==> config.mk <==
export PLATFORM = sky130hd
export DESIGN_NAME = fwd_hazard_ctrl
export DESIGN_NICKNAME = d
export VERILOG_FILES = /design/src/rtl/fwd_hazard_ctrl.sv
export SDC_FILE = /design/constraint.sdc
export NUM_CORES = 1
export LEC_CHECK = 0
export CAP_MARGIN = 20
export CORE_MARGIN = 2
export CORE_UTILIZATION = 35
export CTS_CLUSTER_SIZE = 30
export DETAILED_ROUTE_END_ITERATION = 10
export HOLD_SLACK_MARGIN = 0.05
export PLACE_DENSITY_LB_ADDON = 0.12
export SYNTH_ARGS = -nofsm -noshare
export SYNTH_HDL_FRONTEND = slang
export SYNTH_SLANG_ARGS = --single-unit
export TNS_END_PERCENT = 1
==> constraint.sdc <==
create_clock -name clk -period 1.9 [get_ports clk]
set_input_delay 0.285 -clock clk [delete_from_list [all_inputs] [get_ports clk]]
set_output_delay 0.285 -clock clk [all_outputs]
set_load 0.02 [all_outputs]
==> src/rtl/fwd_hazard_ctrl.sv <==
// fwd_hazard_ctrl: EX-stage operand forwarding selects, load-use stall/bubble and
// data-memory wait freeze (with timeout release) for a 5-stage RISC-V pipeline.
`default_nettype none

module fwd_hazard_ctrl #(
  parameter int RAW     = 5,
  parameter int TIMEOUT = 15
) (
  input  logic           clk,
  input  logic           rst_n,
  input  logic           id_valid,
  input  logic [RAW-1:0] id_rs1,
  input  logic [RAW-1:0] id_rs2,
  input  logic [RAW-1:0] id_rd,
  input  logic           id_regwrite,
  input  logic           id_memread,
  input  logic           flush,
  input  logic           dmem_ready,
  output logic [1:0]     fwd_a_sel,
  output logic [1:0]     fwd_b_sel,
  output logic           stall_if,
  output logic           stall_id,
  output logic           bubble_ex,
  output logic           stall_all,
  output logic           timeout_err
);

  localparam int CW = $clog2(TIMEOUT + 1);

  typedef enum logic {
    S_RUN  = 1'b0,
    S_WAIT = 1'b1
  } state_t;

  state_t         state_q, state_d;
  logic [CW-1:0]  cnt_q, cnt_d;
  logic           terr_q, terr_d;

  logic [RAW-1:0] ex_rs1_q, ex_rs1_d, ex_rs2_q, ex_rs2_d, ex_rd_q, ex_rd_d;
  logic           ex_regwrite_q, ex_regwrite_d, ex_memread_q, ex_memread_d;
  logic [RAW-1:0] mem_rd_q, mem_rd_d;
  logic           mem_regwrite_q, mem_regwrite_d, mem_memread_q, mem_memread_d;
  logic [RAW-1:0] wb_rd_q, wb_rd_d;
  logic           wb_regwrite_q, wb_regwrite_d;

  logic lu, tmo, frz, kill_id;

  function automatic logic [1:0] fwd_sel(input logic [RAW-1:0] src,
                                         input logic mem_we, input logic [RAW-1:0] mem_rd,
                                         input logic wb_we, input logic [RAW-1:0] wb_rd);
    logic [1:0] sel;
    sel = 2'b00;
    if (mem_we && (mem_rd != '0) && (mem_rd == src))
      sel = 2'b10;
    else if (wb_we && (wb_rd != '0) && (wb_rd == src))
      sel = 2'b01;
    return sel;
  endfunction

  always_comb begin
    lu  = id_valid && ex_memread_q && (ex_rd_q != '0) &&
          ((ex_rd_q == id_rs1) || (ex_rd_q == id_rs2));
    // Last permitted wait cycle: release the pipe and treat the load as done.
    tmo = (state_q == S_WAIT) && (cnt_q == CW'(TIMEOUT)) && mem_memread_q && !dmem_ready;
    frz = mem_memread_q && !dmem_ready && !tmo;
    kill_id = lu || flush || !id_valid;

    fwd_a_sel   = fwd_sel(ex_rs1_q, mem_regwrite_q, mem_rd_q, wb_regwrite_q, wb_rd_q);
    fwd_b_sel   = fwd_sel(ex_rs2_q, mem_regwrite_q, mem_rd_q, wb_regwrite_q, wb_rd_q);
    stall_all   = frz;
    stall_if    = lu && !flush && !frz;
    stall_id    = lu && !flush && !frz;
    bubble_ex   = (lu || flush) && !frz && rst_n;
    timeout_err = terr_q;

    state_d = state_q;
    cnt_d   = cnt_q;
    terr_d  = terr_q || tmo;
    case (state_q)
      S_RUN: begin
        if (frz) begin
          state_d = S_WAIT;
          cnt_d   = CW'(1);
        end
      end
      S_WAIT: begin
        if (!frz) begin
          state_d = S_RUN;
          cnt_d   = '0;
        end else begin
          cnt_d = cnt_q + CW'(1);
        end
      end
      default: begin
        state_d = S_RUN;
        cnt_d   = '0;
      end
    endcase

    ex_rs1_d       = ex_rs1_q;
    ex_rs2_d       = ex_rs2_q;
    ex_rd_d        = ex_rd_q;
    ex_regwrite_d  = ex_regwrite_q;
    ex_memread_d   = ex_memread_q;
    mem_rd_d       = mem_rd_q;
    mem_regwrite_d = mem_regwrite_q;
    mem_memread_d  = mem_memread_q;
    wb_rd_d        = wb_rd_q;
    wb_regwrite_d  = wb_regwrite_q;
    if (!frz) begin
      wb_rd_d        = mem_rd_q;
      wb_regwrite_d  = mem_regwrite_q;
      mem_rd_d       = ex_rd_q;
      mem_regwrite_d = ex_regwrite_q;
      mem_memread_d  = ex_memread_q;
      ex_rs1_d       = kill_id ? '0 : id_rs1;
      ex_rs2_d       = kill_id ? '0 : id_rs2;
      ex_rd_d        = kill_id ? '0 : id_rd;
      ex_regwrite_d  = kill_id ? 1'b0 : id_regwrite;
      ex_memread_d   = kill_id ? 1'b0 : id_memread;
    end
  end

  always_ff @(posedge clk or negedge rst_n) begin
    if (!rst_n) begin
      state_q        <= S_RUN;
      cnt_q          <= '0;
      terr_q         <= 1'b0;
      ex_rs1_q       <= '0;
      ex_rs2_q       <= '0;
      ex_rd_q        <= '0;
      ex_regwrite_q  <= 1'b0;
      ex_memread_q   <= 1'b0;
      mem_rd_q       <= '0;
      mem_regwrite_q <= 1'b0;
      mem_memread_q  <= 1'b0;
      wb_rd_q        <= '0;
      wb_regwrite_q  <= 1'b0;
    end else begin
      state_q        <= state_d;
      cnt_q          <= cnt_d;
      terr_q         <= terr_d;
      ex_rs1_q       <= ex_rs1_d;
      ex_rs2_q       <= ex_rs2_d;
      ex_rd_q        <= ex_rd_d;
      ex_regwrite_q  <= ex_regwrite_d;
      ex_memread_q   <= ex_memread_d;
      mem_rd_q       <= mem_rd_d;
      mem_regwrite_q <= mem_regwrite_d;
      mem_memread_q  <= mem_memread_d;
      wb_rd_q        <= wb_rd_d;
      wb_regwrite_q  <= wb_regwrite_d;
    end
  end

endmodule

`default_nettype wire
==> implementation parameters, run 1 <==
Parameter                              Value

Clock tree
  Num Clock Sinks    36
  Library cell used as clock root buffer    sky130_fd_sc_hd__clkbuf_8
  Clock latency of the later-clocked register in the worst-skew pair    0.29 ns
  Number of buffers added by the clock tree synthesis step    5
  Number of H-tree branching levels    2
  Clock-pin slew of the registers on the worst-case setup and hold paths    0.07 ns
  TritonCTS clock tree    built
  Number of buffers on the longest clock path    2

Drt
  Per-cell via count in the routed design    5.21
  Initial detailed-routing violation count    95
  Average wire per cell in the routed design    15.7 um
  Number of iterations in the first detailed-routing pass    4
  Via count    1778
  Count of antenna-violating nets left after detailed routing    0
  Total Routed Length    5.36 mm
  Number of design rule violations left after detail routing    0

Floorplan
  Std-Cell Rows    27
  Die Ht    79.1 um
  Core outline area    5470 um2
  Floorplan die area    6250 um2
  Starting utilization of the core area    36.0%
  Number of top-level pins    31
  Horizontal die dimension    79.1 um

Timing
  Period minus WS final    2.18 ns
  Slew HR    68.0%
  Highest clock frequency the design can meet    0.458 GHz
  Final count of hold timing violations    0
  Final WS setup    -0.282 ns
  Final setup vio count    8
  RSZ-0062 raised after global routing    yes
  Sum Neg Setup Slack    -1.29 ns
  Final-report max-slew violation count    0
  Worst slew pin tran    0.480 ns
  Post-route clock period utilization    115%
  Max Clock Skew    0.0106 ns

Setup path
  Req. time, crit path    1.62 ns
  Total stage count of the critical path    5
  Crit end category    output pin
  Endpoint arrival time on the critical path    1.90 ns
  CP top delay family    simple AND/OR/NAND/NOR gates
  Critical Path Start Type    register
  Ordered list of cells on the worst path    or4_4, o21ai_4, nor4_4, nor4_2, buf_4
  Crit Path Class    reg2out
  Critical Path Fanout Max    2
  Number of buffers and inverters on the critical path    1
  Critical-path cell with the highest stage delay    sky130_fd_sc_hd__or4_4
  Cell count of the worst reg-to-reg path    6
  Slowest stage delay, CP    0.55 ns

Final layout
  Non-filler cells, final    341
  Final design utilization    53.4%
  Design Area, Final    2920 um2
  Layout overhead on the synthesized area    48.2%
  Post-layout net count    291
  Share of layout cells above drive strength 1    38.3%
  Number of inserted diodes    0

Logic synthesis
  Primary flip-flop cell chosen by synthesis mapping    sky130_fd_sc_hd__dfrtp_1
  Cell area after synthesis    1970 um2
  Most frequent cell after synthesis    sky130_fd_sc_hd__dfrtp_1
  Warning count from the yosys run    0
  Library cell occupying the most area in the post-synthesis netlist    sky130_fd_sc_hd__dfrtp_1
  Share of synthesized flip-flops with an asynchronous set or reset    100%
  Top cells by area, synth    sky130_fd_sc_hd__dfrtp_1 (46%), sky130_fd_sc_hd__a32oi_1 (7.6%), sky130_fd_sc_hd__xnor2_1 (7.1%), sky130_fd_sc_hd__mux2_2 (6.9%), sky130_fd_sc_hd__xor2_1 (6.2%)
  Post-Synthesis Cells    188
  Multiplexer share of the synthesized area    6.85%
  Post-synthesis simple-gate area fraction    12.2%
  Adder and majority cell fraction of the synthesized area    0.635%
  Net count after synthesis    211
  Average cell area after synthesis    10.5 um2
  Commonest cells in the synthesized netlist    sky130_fd_sc_hd__dfrtp_1 (36), sky130_fd_sc_hd__nand2_1 (21), sky130_fd_sc_hd__a32oi_1 (17), sky130_fd_sc_hd__o21ai_0 (16), sky130_fd_sc_hd__xnor2_1 (16)
  Count of flip-flops with a built-in enable after synthesis    0
  Area fraction of the dominant cell type after synthesis    45.7%
  Fraction of the yosys area taken by sequential cells    45.7%
  Post-synthesis cell type count    35
  Xor/xnor cell area share of the yosys netlist    13.3%
  Number of storage elements in the synthesis netlist    36
  Largest family of logic cells by synthesized area    compound AO/OA/AOI/OAI gates
  Post-synthesis compound-gate area fraction    17.8%

Min path
  Instance count along the most critical hold path    1
  Worst hold-check path type    reg2reg

Power and ir drop
  Pwr per Cell Area    839 nW/um2
  Highest ir drop seen on vdd    0.000335 V
  Leakage power total    1.29 nW

Flow run
  Max Cap Violations    0

GRT
  Number of global-route vias before repair    1807
  Total routing resource utilization after global routing    18.5%
  Overflow left after global routing    0
  Wire length of the first global-routing pass    8.88 mm
  Initial antenna violation count    0
  Pin count of the biggest net entering global routing    37

Placed design
  Placed Cells incl. Taps    329
  Number of buffers inserted by port buffering    30
  Placement Cell Area    2740 um2
  Detailed-placement wirelength estimate    3.82 mm
  Routability Congestion    0.841

Run status
  Outcome    finished, violations left
  Failing checks    negative setup slack
path summary, 6_finish.rpt:
check	start	to	slack (ns)
min in group asynchronous	rst_n	cnt_q[2]	0.51
min	timeout_err	timeout_err	0.49
min reg2reg	timeout_err	timeout_err	0.49
max reg2reg	ex_rd_q[4]	ex_rs1_q[2]	0.09
max in group asynchronous	rst_n	ex_rd_q[4]	1.02
max	mem_rd_q[1]	fwd_b_sel[0]	-0.28
cell families after synthesis:
family / count (synthesis)
flip-flops: 36
adder cells (fa/ha/maj): 1
multiplexers: 12
XOR/XNOR: 30
AND/OR/NAND/NOR: 47
buffers and inverters: 12
AO/OA/AOI/OAI: 50
per-layer routing:
metal / share of wire [%] / vias to the layer above / track usage, %
met3: 4.6 / 7 / 3.41
met4: 1.1 / 0 / 4.66
li1: - / 849 / -
met5: 0 / - / 0
met1: 46 / 868 / 25.0
met2: 48 / 54 / 30.7
placed cells by master, fill, tap and decap left out, types with 2 or more instances in the layout:
master / count
sky130_fd_sc_hd__xor2_1: 14
sky130_fd_sc_hd__nand2_1: 21
sky130_fd_sc_hd__mux2_2: 12
sky130_fd_sc_hd__dfrtp_2: 4
sky130_fd_sc_hd__xnor2_1: 15
sky130_fd_sc_hd__clkbuf_8: 6
sky130_fd_sc_hd__buf_6: 2
sky130_fd_sc_hd__o21ai_0: 13
sky130_fd_sc_hd__dfrtp_1: 32
sky130_fd_sc_hd__buf_2: 2
sky130_fd_sc_hd__a32oi_1: 17
sky130_fd_sc_hd__nand3_1: 4
sky130_fd_sc_hd__or4_4: 4
sky130_fd_sc_hd__buf_4: 54
sky130_fd_sc_hd__nor4_4: 3
sky130_fd_sc_hd__clkdlybuf4s50_1: 22
sky130_fd_sc_hd__o21ai_1: 11
sky130_fd_sc_hd__nor2_1: 3
sky130_fd_sc_hd__clkinv_2: 2
sky130_fd_sc_hd__inv_1: 2
cell type report:
| cell class | instances | area, um2 |
|---|---|---|
| fillers | 517 | 2550 |
| clock inverters | 2 | 10.0 |
| clock buffers | 6 | 82.6 |
| inverters | 2 | 7.51 |
| repair buffers | 83 | 704 |
| flip-flops and latches | 36 | 906 |
| well taps | 72 | 90.1 |
| multi-input cells | 140 | 1120 |
registers in the layout, indices dropped and copies added (netlist names):
name / cells
cnt_q: 4
ex_memread_q: 1
ex_rd_q: 5
ex_regwrite_q: 1
ex_rs1_q: 5
ex_rs2_q: 5
mem_memread_q: 1
mem_rd_q: 5
mem_regwrite_q: 1
state_q: 1
timeout_err: 1
wb_rd_q: 5
wb_regwrite_q: 1
per-stage QoR:
stage	setup WS, ns	hold WS, ns	power, W
2_1_floorplan	-0.0441	-0.0106	0.00143
6_report	-0.282	0.485	0.00245
5_1_grt	-0.388	0.517	0.00259
4_1_cts	-0.310	0.487	0.00244
3_3_place_gp	-0.544	0.464	0.00179
3_5_place_dp	-0.563	0.465	0.00180
power by group:
| part | leakage (nW) | switching, W | internal (W) | total (W) |
|---|---|---|---|---|
| registers | 0.467 | 0.000108 | 0.000884 | 0.000992 |
| logic | 0.774 | 0.000412 | 0.000476 | 0.000887 |
| clock network | 0.0510 | 0.000282 | 0.000289 | 0.000571 |
what timing repair did:
| item | 4_1_cts | 5_1_grt |
|---|---|---|
| resized for setup | 42 | 16 |
| setup endpoints to repair | 8 | 15 |
| pin swaps | 3 | 10 |
| setup buffers | 4 | 0 |
| hold buffers | 0 | 0 |
Note: power is estimated with default switching activity, not from simulation.
==> run 2: changes to the inputs <==
--- a/config.mk
+++ b/config.mk
@@ -5,6 +5,7 @@
 export SDC_FILE = /design/constraint.sdc
 export NUM_CORES = 1
 export LEC_CHECK = 0
+export ABC_CLOCK_PERIOD_IN_PS = 1900
 export CAP_MARGIN = 20
 export CORE_MARGIN = 2
 export CORE_UTILIZATION = 35
==> results of run 2 <==
No change in the layout: final DEF, timing and power equal those of run 1.
